$ cat config.mk
export PLATFORM = sky130hd
export DESIGN_NAME = load_seq
export DESIGN_NICKNAME = d
export VERILOG_FILES = /design/src/rtl/load_seq.sv
export SDC_FILE = /design/constraint.sdc
export NUM_CORES = 1
export LEC_CHECK = 0
export ABC_AREA = 1
export CAP_MARGIN = 40
export CORE_AREA = 2 2 71 73
export DETAILED_ROUTE_END_ITERATION = 8
export DIE_AREA = 0 0 73 75
export PLACE_DENSITY = 0.83
export SYNTH_ARGS = -nofsm -noshare
export SYNTH_HDL_FRONTEND = slang
export SYNTH_SLANG_ARGS = --single-unit
export TNS_END_PERCENT = 10
$ cat constraint.sdc
create_clock -name clk -period 6 [get_ports clk]
set_clock_uncertainty 0.2 [all_clocks]
set_input_delay 0.9 -clock clk [delete_from_list [all_inputs] [get_ports clk]]
set_output_delay 0.9 -clock clk [all_outputs]
set_load 0.005 [all_outputs]
$ cat src/rtl/load_seq.sv
// Queued load sequencer: buffers load values in a small FIFO and issues them
// one at a time as a registered one-cycle strobe to a downstream up/down
// counter, with a programmable dwell after each strobe.
module load_seq #(
  parameter int DEPTH  = 4,
  parameter int DATA_W = 8
) (
  input  logic                   clk,
  input  logic                   rst,
  input  logic                   in_valid,
  input  logic [DATA_W-1:0]      in_data,
  output logic                   in_ready,
  input  logic [7:0]             hold_cyc,
  input  logic                   flush,
  output logic                   load,
  output logic [DATA_W-1:0]      load_val,
  output logic [$clog2(DEPTH):0] fill,
  output logic                   busy
);

  localparam int PW = $clog2(DEPTH);
  localparam int FW = PW + 1;

  typedef enum logic [1:0] {
    S_IDLE  = 2'd0,
    S_ISSUE = 2'd1,
    S_HOLD  = 2'd2
  } state_t;

  logic [DATA_W-1:0] mem [DEPTH];

  state_t            state_q, state_d;
  logic [PW-1:0]     head_q, head_d;
  logic [PW-1:0]     tail_q, tail_d;
  logic [FW-1:0]     fill_q, fill_d;
  logic              nonempty_q, nonempty_d;
  logic [7:0]        hold_cnt_q, hold_cnt_d;
  logic              load_q, load_d;
  logic [DATA_W-1:0] load_val_q, load_val_d;

  logic              push;
  logic              pop;

  // Flush and reset both close the input so nothing lands in a queue that is
  // being cleared on the same edge.
  assign in_ready = (fill_q != FW'(DEPTH)) && !flush && rst;
  assign push     = in_valid && in_ready;
  // The head entry leaves on the edge that ends the ISSUE cycle.
  assign pop      = (state_q == S_ISSUE) && !flush;

  assign load     = load_q;
  assign load_val = load_val_q;
  assign fill     = fill_q;
  assign busy     = (state_q != S_IDLE) || (fill_q != '0);

  // FIFO storage write; the array carries no reset, fill/pointers qualify it.
  always_ff @(posedge clk) begin
    if (push) begin
      mem[tail_q] <= in_data;
    end
  end

  // Next-state logic for queue bookkeeping, sequencing FSM and strobe outputs.
  always_comb begin
    state_d    = state_q;
    head_d     = head_q;
    tail_d     = tail_q;
    fill_d     = fill_q;
    nonempty_d = (fill_q != '0);
    hold_cnt_d = hold_cnt_q;
    load_d     = 1'b0;
    load_val_d = load_val_q;

    if (flush) begin
      // Flush wins over everything except load_val, which keeps the last value.
      state_d    = S_IDLE;
      head_d     = '0;
      tail_d     = '0;
      fill_d     = '0;
      nonempty_d = 1'b0;
      hold_cnt_d = '0;
    end else begin
      if (push) begin
        tail_d = tail_q + 1'b1;
      end
      if (pop) begin
        head_d = head_q + 1'b1;
      end
      fill_d = fill_q + FW'(push) - FW'(pop);

      case (state_q)
        S_IDLE: begin
          // Issue only once the queue has been non-empty for a full cycle, so a
          // fresh entry in an empty queue strobes two edges after its push.
          if (nonempty_q && (fill_q != '0)) begin
            state_d    = S_ISSUE;
            load_d     = 1'b1;
            load_val_d = mem[head_q];
          end
        end
        S_ISSUE: begin
          // Dwell length is captured here; later hold_cyc changes are ignored.
          hold_cnt_d = hold_cyc;
          state_d    = (hold_cyc == 8'd0) ? S_IDLE : S_HOLD;
        end
        S_HOLD: begin
          hold_cnt_d = hold_cnt_q - 8'd1;
          if (hold_cnt_q <= 8'd1) begin
            state_d = S_IDLE;
          end
        end
        default: begin
          state_d = S_IDLE;
        end
      endcase
    end
  end

  // State and output registers; reset discards the queue immediately.
  always_ff @(posedge clk or negedge rst) begin
    if (!rst) begin
      state_q    <= S_IDLE;
      head_q     <= '0;
      tail_q     <= '0;
      fill_q     <= '0;
      nonempty_q <= 1'b0;
      hold_cnt_q <= '0;
      load_q     <= 1'b0;
      load_val_q <= '0;
    end else begin
      state_q    <= state_d;
      head_q     <= head_d;
      tail_q     <= tail_d;
      fill_q     <= fill_d;
      nonempty_q <= nonempty_d;
      hold_cnt_q <= hold_cnt_d;
      load_q     <= load_d;
      load_val_q <= load_val_d;
    end
  end

endmodule

==> impl_metrics.toml <==
[outcome]
run_status = "completed"

[logic_synthesis]
syn_inst = 274
synthTopCellsByArea = "edfxtp_1, dfrtp_1, nand2_1"
synthMuxAreaShare_pct = 0
ys.flop_type = "edfxtp_1"
synth-xor-area-share_pct = 0.642
yosys.area.top_type = "edfxtp_1"
yosysTopAreaCellShare_pct = 35.2
synth.yosys.seq_area_share_pct = 60.0
synth.distinct_cells = 30
syn-num-nets = 303
synth_edf_count = 32
synthesis.area_per_instance_um2 = 9.95
synth-async-reset-ratio_pct = 45.8
yosys.area_share.simple_pct = 18.7
yosys.area_share.adder_pct = 4.41
synth_compound_area_share_pct = 10.2
ys_seq_elements = 59
yosys_warnings = 0
synth_top_family_by_area = "simple AND/OR/NAND/NOR gates"
synth_area_um2 = 2730

[worst_setup_path]
path_cells = "clkdlybuf4s50_1, buf_4, nand2_1, nor2_1, clkdlybuf4s50_1"
path_class = "input pin to primary output"
crit_arrival_ns = 2.46
cpMaxStageDelayCell = "clkdlybuf4s50_1"
crit_family = "buffers and inverters"
worstPathMaxFanout = 29
cp_slowest_stage_delay_ns = 0.53
path_common_cell = "clkdlybuf4s50_1"
endpoint_kind = "primary output"
critPathBufInv = 3
required_ns = 4.90
critPathLaunchType = "input pin"

[placed_design]
placed_cells = 356
dp_hpwl_um = 3770
place.port_buffers = 33
dpl_cell_area_um2 = 3090
gp_congestion = 0.905

[clock_network]
clk_latency_ns = 0.33
cts_made_buffers = 9
clk_pin_slew_ns = 0.06
clock_path_buffers = 2
h-tree-depth = 3
cts_setup_buffers = 0
clock-sinks = 59
cts_hold_buf = 0
clockRootBuffer = "clkbuf_8"
cts_resized = 0
cts_tree = "built"

[floorplanning]
die_x_um = 73
dieArea_um2 = 5480
start_util_pct = 58.5
ios = 34
fp.dieH_um = 75
num_rows = 25
coreArea_um2 = 4660

[detailed_routing]
drt_iter0_drc = 115
drc_errors = 0
via_per_inst = 5.46
wl_um = 5680
vias = 2032
firstDrtPassIters = 4
ant_nets = 0
routedWlPerCell_um = 15.3

[global_route]
grt_pass1_vias = 1927
grt_use_total_pct = 23.4
grt-ovfl-total = 0
grt_pass1_wl_um = 9090
antenna_found_initial = 0
grt_max_degree = 30

[layout]
n_antenna_cell = 0
fin_util_pct = 71.5
finalInstanceArea_um2 = 3330
syn_to_final_growth_pct = 22.2
layout-drive-gt1-share_pct = 11.0
final_cell_count_no_fill = 372
nets = 342

[timing]
worstMarginPinSlew_ns = 0.754
hold_viol_final = 0
max_freq_ghz = 0.281
fin_crit_sh_pct = 59.4
rsz0062_at_grt = "false"
slew_violations = 0
slew_headroom_pct = 49.6
setup_viol = 0
setup_tns_ns = 0
timing.final.crit_period_ns = 3.56

[power]
peakVddDrop_mv = 0.339
pwr-share-seq_pct = 46.4
clock_power_share_pct = 43.0
power_w = 0.00101
sw_frac_of_total_pct = 22.1
power_leakage_nw = 1.46
p_per_area_nw_per_um2 = 303
pwr-share-comb_pct = 10.5
p_sw_w = 0.000223
power.internal_w = 0.000785

[min_path]
hold_class = "flop to flop"

[flow_run]
drv_cap = 0
## stage by stage
step           hold WS (ns)  setup slack (ns)
2_1_floorplan         0.264              3.27
3_3_place_gp          0.281              2.43
3_5_place_dp          0.293              2.40
4_1_cts               0.314              2.41
5_1_grt               0.341              2.29
6_report              0.316              2.44
## cell type report
type,count,area [um^2]
clock inverters,7,116
fillers,324,1330
clock buffers,9,124
inverters,32,123
flip-flops and latches,59,1640
multi-input cells,177,927
repair buffers,34,338
well taps,54,67.6
## Yosys cell counts (all sizes together) (2+ instances only)
cell,number
nand2,56
dfrtp,27
o211ai,3
ha,8
nor2,40
buf,5
inv,32
a21oi,2
o22ai,9
edfxtp,32
o21ai,35
nand3,17
## worst reg2reg max path, stage by stage, from the launching register on
cell and delay (ns):
dfrtp_1 0.48, inv_1 0.10, nand3_1 0.16, nand4_2 0.21, ha_1 0.34, inv_1 0.05, ha_1 0.12, inv_1 0.05
fa_1 0.37, xor2_1 0.15, nor2_1 0.05
## flip-flops by register name, indices dropped and copies added (netlist names)
| register | count |
|---|---|
| tail_q | 2 |
| mem | 32 |
| state_q | 2 |
| nonempty_q | 1 |
| head_q | 2 |
| load_val | 8 |
| fill | 3 |
| load | 1 |
| hold_cnt_q | 8 |
## cells in the final DEF (no fill, tap or decap), types with 2 or more instances in the layout
master           count
inv_2                5
nand2_1             53
clkinv_2             2
clkdlybuf4s50_1     33
edfxtp_1            32
ha_1                 8
a21oi_1              2
clkbuf_8             9
nor2_1              35
nand3_1             14
nor2_2               4
inv_1               26
nand2_2              3
o21ai_0             29
o22ai_1              9
nand3_2              2
o21ai_1              6
o211ai_1             3
bufinv_16            3
dfrtp_1             27
## kinds of logic after synthesis
group / after synthesis
buffers and inverters: 38
adders and majority gates: 9
DFF: 59
xor gates and xnor gates: 2
AOI/OAI and AO/OA: 51
and+or+nand+nor: 115
## final timing paths
| path | to | cells past startpoint | slack (ns) | startpoint |
|---|---|---|---|---|
| max in group asynchronous | load_val[2] | 2 | 4.57 | rst |
| min | load_val[2] | 2 | 0.32 | load_val[2] |
| max reg2reg | fill[2] | 10 | 3.58 | fill[1] |
| max | in_ready | 5 | 2.44 | rst |
| min reg2reg | load_val[2] | 2 | 0.32 | load_val[2] |
| min in group asynchronous | hold_cnt_q[0] | 2 | 0.75 | rst |
## per-layer routing
metal  GRT usage [%]  vias up  share of wire (%)
met5               0        -                  0
met4            13.8        0                2.0
met3            5.22       12                3.7
met2            39.3       50                 52
met1            27.7      969                 42
li1                -     1001                  -
## power groups by stage
stage / sequential, W / combinational, W / clock (W)
finish: 0.000468 / 0.000106 / 0.000434
global route: 0.000470 / 0.000117 / 0.000461
CTS: 0.000468 / 0.000108 / 0.000442
detailed placement: 0.000475 / 0.000107 / 0
global placement: 0.000475 / 0.000104 / 0
floorplan: 0.000472 / 0.0000380 / 0
Power figures use the tool's default switching activity.
